--- src/rtl/ram_arb_pkg.sv ---
// ram_arb_pkg: shared types and helpers for the RAM6116 arbiter.
//   state_t   : access sequencer states
//   GRANT_*   : requester ids used for grant / last_grant
//   cnt_w()   : width of the per-access cycle counter
package ram_arb_pkg;

  typedef enum logic [1:0] {
    IDLE   = 2'd0,
    ACCESS = 2'd1,
    DONE   = 2'd2
  } state_t;

  localparam logic GRANT_CPU = 1'b0;
  localparam logic GRANT_LD  = 1'b1;

  // Counter only ever holds ACCESS_CYCLES-1 down to 0.
  function automatic int cnt_w(input int cycles);
    return (cycles <= 2) ? 1 : $clog2(cycles);
  endfunction

endpackage

--- src/rtl/rr_arb2.sv ---
// rr_arb2: combinational two-way round-robin pick.
//   req[0]      : CPU request (already masked by loader mode)
//   req[1]      : loader request
//   last_grant  : id of the previous winner
//   grant_valid : any eligible request
//   grant_id    : winner id (GRANT_CPU / GRANT_LD)
module rr_arb2
  import ram_arb_pkg::*;
(
  input  logic [1:0] req,
  input  logic       last_grant,
  output logic       grant_valid,
  output logic       grant_id
);

  always_comb begin
    grant_valid = |req;
    // On a tie the requester that did not win last time goes next;
    // otherwise the lone requester's index is its id.
    if (req == 2'b11) grant_id = ~last_grant;
    else              grant_id = req[1] ? GRANT_LD : GRANT_CPU;
  end

endmodule

--- src/rtl/ram_arbiter.sv ---
// ram_arbiter: shares the single-port RAM6116 between the CPU memory path
// and the program loader / debug port.
//   clock, reset            : rising-edge clock, async active-low reset
//   ld_mode                 : masks CPU requests while a program is loaded
//   cpu_req/we/addr/wdata   : CPU request bundle, level held until cpu_ack
//   cpu_ack, cpu_wait       : CPU completion pulse and stall
//   ld_req/we/addr/wdata    : loader request bundle, same handshake
//   ld_ack                  : loader completion pulse
//   rdata                   : captured read data, held between reads
//   ram_enable/we/addr/wdata: RAM pins, ram_rdata: RAM read data
//   busy                    : an access is in flight (ACCESS or DONE)
module ram_arbiter
  import ram_arb_pkg::*;
#(
  parameter int ADDR_W        = 9,
  parameter int DATA_W        = 32,
  parameter int ACCESS_CYCLES = 2
) (
  input  logic              clock,
  input  logic              reset,
  input  logic              ld_mode,
  input  logic              cpu_req,
  input  logic              cpu_we,
  input  logic [ADDR_W-1:0] cpu_addr,
  input  logic [DATA_W-1:0] cpu_wdata,
  output logic              cpu_ack,
  output logic              cpu_wait,
  input  logic              ld_req,
  input  logic              ld_we,
  input  logic [ADDR_W-1:0] ld_addr,
  input  logic [DATA_W-1:0] ld_wdata,
  output logic              ld_ack,
  output logic [DATA_W-1:0] rdata,
  output logic              ram_enable,
  output logic              ram_we,
  output logic [ADDR_W-1:0] ram_addr,
  output logic [DATA_W-1:0] ram_wdata,
  input  logic [DATA_W-1:0] ram_rdata,
  output logic              busy
);

  localparam int            CW       = cnt_w(ACCESS_CYCLES);
  localparam logic [CW-1:0] CNT_INIT = CW'(ACCESS_CYCLES - 1);

  state_t              state, state_n;
  logic                last_grant;
  logic                gid;
  logic [CW-1:0]       cnt;
  logic                we_q;
  logic [ADDR_W-1:0]   addr_q;
  logic [DATA_W-1:0]   wdata_q;

  logic                grant_valid;
  logic                grant_id;

  rr_arb2 u_rr (
    .req         ({ld_req, cpu_req & ~ld_mode}),
    .last_grant  (last_grant),
    .grant_valid (grant_valid),
    .grant_id    (grant_id)
  );

  always_comb begin
    state_n = state;
    case (state)
      IDLE:    if (grant_valid) state_n = ACCESS;
      ACCESS:  if (cnt == '0)   state_n = DONE;
      DONE:    state_n = IDLE;
      default: state_n = IDLE;
    endcase
  end

  always_ff @(posedge clock or negedge reset) begin
    if (!reset) state <= IDLE;
    else        state <= state_n;
  end

  always_ff @(posedge clock or negedge reset) begin
    if (!reset) begin
      last_grant <= GRANT_LD;   // CPU wins the first tie
      gid        <= GRANT_CPU;
      cnt        <= '0;
      we_q       <= 1'b0;
      addr_q     <= '0;
      wdata_q    <= '0;
      rdata      <= '0;
    end else begin
      case (state)
        IDLE: if (grant_valid) begin
          gid        <= grant_id;
          last_grant <= grant_id;
          cnt        <= CNT_INIT;
          if (grant_id == GRANT_LD) begin
            we_q    <= ld_we;
            addr_q  <= ld_addr;
            wdata_q <= ld_wdata;
          end else begin
            we_q    <= cpu_we;
            addr_q  <= cpu_addr;
            wdata_q <= cpu_wdata;
          end
        end
        ACCESS: begin
          if (cnt != '0) cnt <= cnt - 1'b1;
          else if (!we_q) rdata <= ram_rdata;
        end
        default: ;
      endcase
    end
  end

  // Enable decodes straight from state so an async reset drops it at once.
  assign ram_enable = (state == ACCESS);
  assign ram_we     = ram_enable & we_q;
  assign ram_addr   = addr_q;
  assign ram_wdata  = wdata_q;
  assign busy       = (state != IDLE);
  assign cpu_ack    = (state == DONE) && (gid == GRANT_CPU);
  assign ld_ack     = (state == DONE) && (gid == GRANT_LD);
  // Held low while reset is asserted so every output reads 0 in reset.
  assign cpu_wait   = reset & cpu_req & ~cpu_ack;

endmodule

--- config.mk ---
export PLATFORM = sky130hd
export DESIGN_NAME = ram_arbiter
export DESIGN_NICKNAME = d
export VERILOG_FILES = /design/src/rtl/ram_arb_pkg.sv /design/src/rtl/rr_arb2.sv /design/src/rtl/ram_arbiter.sv
export SDC_FILE = /design/constraint.sdc
export NUM_CORES = 1
export LEC_CHECK = 0
export ABC_AREA = 1
export ABC_CLOCK_PERIOD_IN_PS = 1550
export BUFFER_PORTS_ARGS = -buffer_cell sky130_fd_sc_hd__buf_2
export CAP_MARGIN = 40
export CORE_MARGIN = 2
export CORE_UTILIZATION = 45
export CTS_CLUSTER_SIZE = 16
export DETAILED_ROUTE_END_ITERATION = 10
export PLACE_DENSITY = 0.81
export SYNTH_ARGS = -nofsm -noshare
export SYNTH_HDL_FRONTEND = slang
export SYNTH_HIERARCHICAL = 1
export SYNTH_SLANG_ARGS = --single-unit
--- constraint.sdc ---
create_clock -name clock -period 1.55 [get_ports clock]
set_input_delay 0.0775 -clock clock [delete_from_list [all_inputs] [get_ports clock]]
set_output_delay 0.0775 -clock clock [all_outputs]
set_load 0.02 [all_outputs]
==> summary.md, run 1 <==
| Metric | Value |
|---|---|
| Grt ovf | 0 |
| Drt pass-1 iters | 4 |
| Type of the tightest min-delay check | input pin to flip-flop |
| Vias in the first global route | 3,584 |
| PortBufs | 199 |
| Pre-CTS WS | 247 ps |
| Finish-stage setup viols | 0 |
| Mapped Cells | 487 |
| Most common cell after layout, fill and taps aside | nand2_1 |
| Placed insts | 772 |
| Setup slack, reg-to-reg | 240 ps |
| Post-Layout Cell Count | 818 |
| Yosys cell types | 17 |
| Reg clk slew, reported paths | 80 ps |
| Post-synthesis register bit count | 79 |
| Post-CTS Setup Bufs | 0 |
| Cell Pwr Density | 1990 nW/µm² |
| RSZ-0062 raised after global routing | no |
| Iter 0 DRT Violations | 105 |
| Clock sinks | 79 |
| CP arrival | 1390 ps |
| Layout net count | 834 |
| Worst Setup Start Kind | flip-flop |
| Share of the synthesized area in the top cell type | 53.0% |
| Clock Latency Late Sink | 330 ps |
| Maximum number of pins on one net before global-route repair | 44 |
| R2r endpoint | ram_wdata[5] |
| Most frequent cells in the layout | nand2_1 (321), buf_2 (198), dfrtp_1 (78) |
| Worst Path Required | 1470 ps |
| Clock Root Buffer | clkbuf_8 |
| DR WL/cell | 12.5 µm |
| CP Class | flip-flop to output pin |
| Htree depth | 3 |
| Row count | 32 |
| Max transition margin | 71.7% |
| CP Capture Point | ram_enable |
| Vias | 3,848 |
| I/O pins | 200 |
| Starting Density | 46.9% |
| Vias/cell | 4.70 |
| Die Width | 94.5 µm |
| Final TNS setup | 0 ps |
| Avg Cell Area, Syn | 7.56 µm² |
| Post-route ant nets | 0 |
| Top area cells in the synthesized netlist | dfrtp_1 (53%), nand2_1 (33%), nand3_1 (4.8%) |
| Worst setup path start | state[0] |
| Slew @ Worst Pin | 425 ps |
| LEAKAGE | 0.00323 µW |
| DRC viols | 0 |
| Post-detail-place hpwl | 7.01 mm |
| Antenna Cells | 0 |
| Leading area contributor after synthesis | dfrtp_1 |
| Fraction of layout cells with a size suffix above 1 | 32.4% |
| Syn nets | 608 |
| Hold WS | 18.1 ps |
| Final Hold Viols | 0 |
| Post-Route WL | 10.3 mm |
| CTS tree | yes |
| Die H | 94.5 µm |
| Ys Warns | 6 |
| Post-layout min period | 1470 ps |
| Worst Clk Skew | 7.51 ps |
| Total power | 10,600 µW |
| Area delta synth->final | 44.3% |
| Register-to-Register Path Depth | 6 |
| Num CTS Buffers | 9 |
| Sequential area share after synthesis | 53.7% |
| Fin. max-slew vios | 0 |
| Setup ws final | 80.0 ps |
| Max_cap viols | 0 |
| Maximum vdd drop | 0.885 mV |
| Status | completed |
| Initial antenna violation count | 0 |
| Area of the core | 7850 µm² |
| Mapped cell area | 3680 µm² |
| Fmax | 680 MHz |
| CP max FO | 33 |
| RD Place Congestion | 0.803 |
| GRT Util Overall | 22.8% |
| Crit Reg-Reg Startpoint | last_grant |
| Die area | 8930 µm² |
| First-pass GRT wire length | 15.8 mm |
| Max Buffers Root-to-Sink | 2 |
| Final Cycle Share | 94.8% |
| CP Capture Type | output pin |
-- critical path: stages (launching register included) --
cell and delay (ps):
dfrtp_1 390, inv_2 70, nor2_4 190, buf_12 210, buf_2 190
-- area by class of cell --
cell class / count / area, µm²
timing repair buffer: 241 / 1430
sequential: 79 / 1980
fill: 674 / 2530
tap: 102 / 128
inverter: 12 / 45.0
multi-input combinational: 370 / 1480
clock inverter: 4 / 120
clock buffer: 10 / 128
-- timing repair --
item | CTS | global route
endpoints found under the setup margin | 1 | 1
gates resized for setup | 2 | 1
hold endpoints to repair | 55 | 0
pin swaps | 0 | 1
hold buffers | 32 | 0
-- synth_stat cells --
| cell | number |
|---|---|
| nand2_4 | 1 |
| a21oi_1 | 1 |
| dfrtp_1 | 78 |
| inv_2 | 3 |
| buf_4 | 8 |
| nand2_1 | 321 |
| or2_1 | 1 |
| nor2_1 | 4 |
| dfstp_2 | 1 |
| buf_2 | 12 |
| nor3_1 | 1 |
| buf_6 | 6 |
| nand2_2 | 1 |
| nor2_4 | 3 |
| o21ai_0 | 2 |
| inv_1 | 9 |
| nand3_1 | 35 |
-- worst min path at each step --
stage	from	end	slack [ps]	depth (start not counted)
after floorplan	reset	cnt	-220	0
after CTS	ram_rdata[14]	rdata[14]	3	3
after global placement	reset	rdata[28]	8	1
after detailed placement	reset	rdata[28]	5	1
after global routing	ram_rdata[14]	rdata[14]	10	3
final	ram_rdata[14]	rdata[14]	20	3
-- metal layers --
metal | wire length (µm) | GRT usage (%) | up-vias
met3 | 792 | 5.43 | 15
met4 | 203 | 8.82 | 0
met2 | 5180 | 42.1 | 161
met1 | 4090 | 25.2 | 1741
met5 | 0 | 0 | -
li1 | - | - | 1931
-- report_power, final --
group / switching (µW) / total (µW) / internal, µW
clock: 687 / 1900 / 1220
sequential: 583 / 3660 / 3070
combinational: 3350 / 5040 / 1680
total: 4630 / 10600 / 5970
-- cell families after synthesis --
family | count (synthesis) | share of synthesized area, %
flops | 79 | 53.7
simple gates | 367 | 39.6
compound gates | 3 | 0.407
buf+inv | 38 | 6.32
-- state kept, by name (all words and copies together), names as in the netlist --
name        flops
ram_wdata      32
rdata          32
ram_addr        9
state           2
cnt             1
gid             1
last_grant      1
we_q            1
-- through the flow --
| stage | cell area, µm² | utilization (%) |
|---|---|---|
| 3_5_place_dp | 4730 | 60.3 |
| 5_1_grt | 5310 | 67.7 |
| 3_3_place_gp | 4730 | 60.3 |
| 6_report | 5310 | 67.7 |
| 2_1_floorplan | 3680 | - |
| 4_1_cts | 5310 | 67.6 |
Note: power is estimated with default switching activity, not from simulation.
==> run 2: changes to the inputs <==
--- a/config.mk
+++ b/config.mk
@@ -6,7 +6,7 @@
 export NUM_CORES = 1
 export LEC_CHECK = 0
 export ABC_AREA = 1
-export ABC_CLOCK_PERIOD_IN_PS = 1550
+export ABC_CLOCK_PERIOD_IN_PS = 1670
 export BUFFER_PORTS_ARGS = -buffer_cell sky130_fd_sc_hd__buf_2
 export CAP_MARGIN = 40
 export CORE_MARGIN = 2
==> constraint.sdc (replaced) <==
create_clock -name clock -period 1.67 [get_ports clock]
set_input_delay 0.0835 -clock clock [delete_from_list [all_inputs] [get_ports clock]]
set_output_delay 0.0835 -clock clock [all_outputs]
set_load 0.02 [all_outputs]
==> run 2 against run 1 <==
  * Hold slack better by 15 ps
  * Core utilization down 0.89 points
  * Setup slack improved by 33 ps
  * Global-route usage rose by 1.1 points
  * Routed wire length increased by 1.3%
  * Sequential share of layout area is 0.50 points higher
==> summary.md, run 2 (same netlist as run 1, synthesis figures left out) <==
| Metric | Value |
|---|---|
| Status | completed |
| Vias in the first global route | 3,659 |
| Num CTS Buffers | 9 |
| Area of the core | 7850 µm² |
| Initial antenna violation count | 0 |
| Htree depth | 3 |
| DRC viols | 0 |
| Maximum number of pins on one net before global-route repair | 44 |
| Die area | 8930 µm² |
| Post-detail-place hpwl | 7.14 mm |
| Most common cell after layout, fill and taps aside | nand2_1 |
| Clock Latency Late Sink | 330 ps |
| Worst Path Required | 1590 ps |
| Maximum vdd drop | 0.811 mV |
| Row count | 32 |
| Met3 routed WL | 699 µm |
| Setup ws final | 113 ps |
| Antenna Cells | 0 |
| RSZ-0062 raised after global routing | no |
| PortBufs | 199 |
| LEAKAGE | 0.00320 µW |
| CP max FO | 33 |
| First-pass GRT wire length | 16.7 mm |
| Die Width | 94.5 µm |
| CP arrival | 1470 ps |
| Starting Density | 46.9% |
| Type of the tightest min-delay check | input pin to flip-flop |
| Max Buffers Root-to-Sink | 2 |
| CP Capture Type | output pin |
| Most frequent cells in the layout | nand2_1 (321), buf_2 (198), dfrtp_1 (78) |
| Final Hold Viols | 0 |
| Met2 WL | 5.42 mm |
| Fraction of layout cells with a size suffix above 1 | 32.6% |
| Post-Route WL | 10.4 mm |
| Finish-stage setup viols | 0 |
| Grt ovf | 0 |
| Fin. max-slew vios | 0 |
| Post-route ant nets | 0 |
| Cell Pwr Density | 1800 nW/µm² |
| Clock sinks | 79 |
| Worst Setup Start Kind | flip-flop |
| CP Class | flip-flop to output pin |
| Clock Root Buffer | clkbuf_8 |
| Max_cap viols | 0 |
| GRT Util Overall | 23.9% |
| Pre-CTS WS | 337 ps |
| Layout net count | 834 |
| M1 WL | 4.23 mm |
| Hold WS | 33.4 ps |
| Drt pass-1 iters | 4 |
| Slew @ Worst Pin | 476 ps |
| RD Place Congestion | 0.781 |
| Area delta synth->final | 42.4% |
| Vias | 3,843 |
| Fmax | 642 MHz |
| I/O pins | 200 |
| CTS tree | yes |
| Reg clk slew, reported paths | 80 ps |
| Max transition margin | 68.3% |
| DR WL/cell | 12.7 µm |
| Iter 0 DRT Violations | 118 |
| Post-layout min period | 1560 ps |
| Max layer used | met4 |
| Die H | 94.5 µm |
| Final Cycle Share | 93.3% |
| Vias/cell | 4.69 |
| Final TNS setup | 0 ps |
| Post-CTS Setup Bufs | 0 |
| Worst Clk Skew | 10.8 ps |
## run 2: cell types whose count changed in the layout (fill, tap and decap cells not counted)
| cell | delta |
|---|---|
| clkinv_2 | +1 |
| buf_12 | -2 |
| buf_4 | +1 |
| bufinv_16 | -3 |
| clkinvlp_4 | +3 |
| clkbuf_8 | +1 |
| buf_6 | +1 |
## run 2: final timing paths
check	startpoint	endpoint	slack, ps	depth (start not counted)
setup / recovery	state[1]	ram_enable	110	3
hold reg to reg	rdata[20]	rdata[20]	470	2
max in group asynchronous	reset	rdata[15]	700	3
setup reg to reg	last_grant	ram_wdata[9]	330	6
hold / removal	ram_rdata[14]	rdata[14]	30	3
min in group asynchronous	reset	ram_wdata[27]	210	2
## run 2: critical path, stage by stage (launching register included)
cell and delay [ps]:
dfrtp_1 450, nor2_4 200, buf_6 270, buf_2 210
## run 2: power by group
group,switching [µW],internal (µW),leakage [µW],total (µW)
Combinational,3150,1500,0.00213,4650
Clock,660,730,0.0000916,1390
Sequential,549,2850,0.000976,3400
Total,4350,5080,0.00320,9440
## run 2: per-layer routing
layer | vias up | track usage [%]
li1 | 1929 | -
met1 | 1763 | 28.2
met2 | 149 | 43.2
met3 | 2 | 4.79
met4 | 0 | 8.33
met5 | - | 0
## run 2: cell type report
cell class,instances,area [µm²]
Clock buffer,11,141
Clock inverter,5,57.6
Fill cell,680,2600
Inverter,12,45.0
Multi-Input combinational cell,370,1480
Sequential cell,79,1980
Tap cell,102,128
Timing Repair Buffer,241,1410
## run 2: per-stage QoR
step / total power, µW / instances / utilization (%) / instance area, µm²
6_report: 9440 / 820 / 66.8 / 5240
5_1_grt: 10200 / 820 / 66.8 / 5240
4_1_cts: 9450 / 820 / 66.8 / 5240
3_5_place_dp: 7970 / 772 / 60.2 / 4720
3_3_place_gp: 7830 / 772 / 60.2 / 4720
2_1_floorplan: 6510 / 487 / - / 3680
## run 2: timing repair
action / 4_1_cts / 5_1_grt
hold buffers: 32 / 0
endpoints found under the setup margin: 0 / 1
hold endpoints to repair: 72 / 0
resized for setup: 0 / 1
==> run 3: changes to the inputs <==
--- a/config.mk
+++ b/config.mk
@@ -10,11 +10,12 @@
 export BUFFER_PORTS_ARGS = -buffer_cell sky130_fd_sc_hd__buf_2
 export CAP_MARGIN = 40
 export CORE_MARGIN = 2
-export CORE_UTILIZATION = 45
+export CORE_UTILIZATION = 47
+export CTS_BUF_LIST = sky130_fd_sc_hd__clkbuf_8
 export CTS_CLUSTER_SIZE = 16
 export DETAILED_ROUTE_END_ITERATION = 10
-export PLACE_DENSITY = 0.81
+export GPL_TIMING_DRIVEN = 0
+export PLACE_DENSITY = 0.83
 export SYNTH_ARGS = -nofsm -noshare
 export SYNTH_HDL_FRONTEND = slang
-export SYNTH_HIERARCHICAL = 1
 export SYNTH_SLANG_ARGS = --single-unit
==> run 3 against run 2 <==
  * Global-route usage is 0.64 points higher
  * Clock skew is 3.8 ps higher
  * Routed wire length is 5.1% higher
  * Clock power is 8% higher
  * Critical path depth is 2 higher
  * Critical path type is now input pin to output pin
  * Critical endpoint is now cpu_wait
==> summary.md, run 3 <==
| Metric | Value |
|---|---|
| Status | completed |
| Number of synthesized flops with an enable pin | 0 |
| Clock Latency Late Sink | 340 ps |
| RD Place Congestion | 0.856 |
| Iter 0 DRT Violations | 168 |
| Avg Cell Area, Syn | 7.36 µm² |
| CP max stage delay | 550 ps |
| Post-Route WL | 10.9 mm |
| Critical path buffer and inverter count | 4 |
| I/O pins | 200 |
| Mapped cell area | 3870 µm² |
| Htree depth | 3 |
| Type of the tightest min-delay check | input pin to flip-flop |
| DRC viols | 0 |
| Top cells by count, synth | nand2_1 (164), inv_1 (127), nand3_1 (87), dfrtp_1 (78), o21ai_0 (33) |
| Post-CTS Setup Bufs | 0 |
| Antenna Cells | 0 |
| Sequential area share after synthesis | 51.1% |
| Final Cycle Share | 88.3% |
| Num CTS Buffers | 9 |
| Syn nets | 647 |
| Crit-path cells | dlygate4sd3_1 -> buf_4 -> nand3_1 -> inv_1 -> buf_2 |
| Fmax | 678 MHz |
| Die area | 8980 µm² |
| Placement Cell Area | 5030 µm² |
| Design area | 5560 µm² |
| Finish-stage setup viols | 0 |
| Die H | 94.8 µm |
| First-pass GRT wire length | 17.4 mm |
| Cell Pwr Density | 1720 nW/µm² |
| Ys async rst share | 100% |
| Starting Density | 47.9% |
| Ys Warns | 0 |
| Fin. max-slew vios | 0 |
| CP Class | input pin to output pin |
| Worst Path Required | 1590 ps |
| Layout net count | 888 |
| Count leader, synth | nand2_1 |
| Final core utilization | 68.8% |
| CP Capture Type | output pin |
| Final Hold Viols | 0 |
| Initial antenna violation count | 0 |
| Drt pass-1 iters | 5 |
| Placed insts | 830 |
| Vias in the first global route | 4,003 |
| CP max stage cell | dlygate4sd3_1 |
| Die Width | 94.8 µm |
| Area of the core | 8090 µm² |
| CP arrival | 1390 ps |
| Max transition margin | 69.0% |
| Post-detail-place hpwl | 7.79 mm |
| Post-layout min period | 1470 ps |
| GRT Util Overall | 24.5% |
| Leading area contributor after synthesis | dfrtp_1 |
| Area delta synth->final | 43.6% |
| Yosys cell types | 16 |
| Post-synthesis register bit count | 79 |
| CP max FO | 32 |
| LEAKAGE | 0.00349 µW |
| Share of the synthesized area in the top cell type | 50.4% |
| Slew @ Worst Pin | 465 ps |
| Reg clk slew, reported paths | 90 ps |
| Most common cell after layout, fill and taps aside | buf_2 |
| Grt ovf | 0 |
| Most frequent cells in the layout | buf_2 (207), nand2_1 (163), inv_1 (127) |
| Clock sinks | 79 |
| Maximum vdd drop | 0.811 mV |
| Maximum number of pins on one net before global-route repair | 50 |
| Worst Setup Start Kind | input pin |
| Post-Layout Cell Count | 877 |
| PortBufs | 198 |
| Vias/cell | 4.72 |
| Max Buffers Root-to-Sink | 2 |
| DR WL/cell | 12.5 µm |
| Top area cells in the synthesized netlist | dfrtp_1 (50%), nand2_1 (16%), inv_1 (12%) |
| Max_cap viols | 0 |
| Post-route ant nets | 0 |
| RSZ-0062 raised after global routing | no |
| Row count | 33 |
| Vias | 4,137 |
| Clock Root Buffer | clkbuf_8 |
| Worst Clk Skew | 14.5 ps |
| CTS tree | yes |
| Mapped Cells | 526 |
| Top_reg_cell synth | dfrtp_1 |
| Largest delay share family, worst path | buffers and inverters |
| Fraction of layout cells with a size suffix above 1 | 30.6% |
## run 3: changes by cell type in the layout (fill, tap and decap cells not counted), moves of 3 or more
cell,previous run,this run
nand2_1,321,163
inv_1,9,127
nand3_1,35,86
o21ai_0,2,33
clkbuf_1,1,13
buf_2,198,207
buf_4,9,1
buf_6,1,4
nor2_4,3,0
## run 3: per-stage QoR
step	total power (µW)	hold slack (ps)	worst slack, ps	setup TNS, ps
2_1_floorplan	6290	-212	309	0
5_1_grt	10300	17.6	38.7	0
3_3_place_gp	7830	323	-280	-1600
3_5_place_dp	7970	51.9	-24.5	-349
6_report	9540	15.0	195	0
4_1_cts	9550	9.61	45.4	0
## run 3: area by class of cell
class | instances | area [µm²]
inverter | 128 | 480
sequential | 79 | 1980
fill | 665 | 2530
tap | 105 | 131
clock inverter | 5 | 63.8
multi-input combinational | 292 | 1280
buffer | 27 | 144
clock buffer | 11 | 151
timing repair buffer | 230 | 1330
## run 3: per-layer routing
layer / GRT usage (%) / vias up / wire length, µm
met2: 40.8 / 155 / 5490
li1: - / 2046 / -
met5: 0 / - / 0
met4: 13.4 / 0 / 403
met1: 30.1 / 1904 / 4480
met3: 4.39 / 32 / 547
## run 3: kinds of logic after synthesis
kind of cell,synth area share [%]
compound gates,4.94
buf+inv,16.1
flops,51.1
simple gates,27.9
## run 3: final timing paths
kind                                from            to  slack, ps  cells after the start
max in group asynchronous          reset     rdata[26]        830                      3
max                                reset      cpu_wait        200                      5
min                        ram_rdata[12]     rdata[12]         20                      3
min reg2reg                          cnt      state[1]        430                      1
min in group asynchronous          reset  ram_wdata[1]        260                      2
max reg2reg                     state[1]     rdata[14]        200                      5
## run 3: timing repair
item / CTS / global route
hold endpoints to repair: 59 / 0
gates cloned: 0 / 0
gates resized for setup: 1 / 2
endpoints found under the setup margin: 32 / 40
hold buffers: 31 / 0
## run 3: tightest hold or removal path, stage by stage
cell and delay [ps]:
buf_2 90, inv_1 40, o21ai_0 90
## run 3: where the power goes
| part | internal (µW) | total (µW) | switching (µW) |
|---|---|---|---|
| clock network | 784 | 1500 | 716 |
| registers | 2890 | 3400 | 506 |
| logic | 1570 | 4650 | 3080 |
| total | 5250 | 9540 | 4300 |
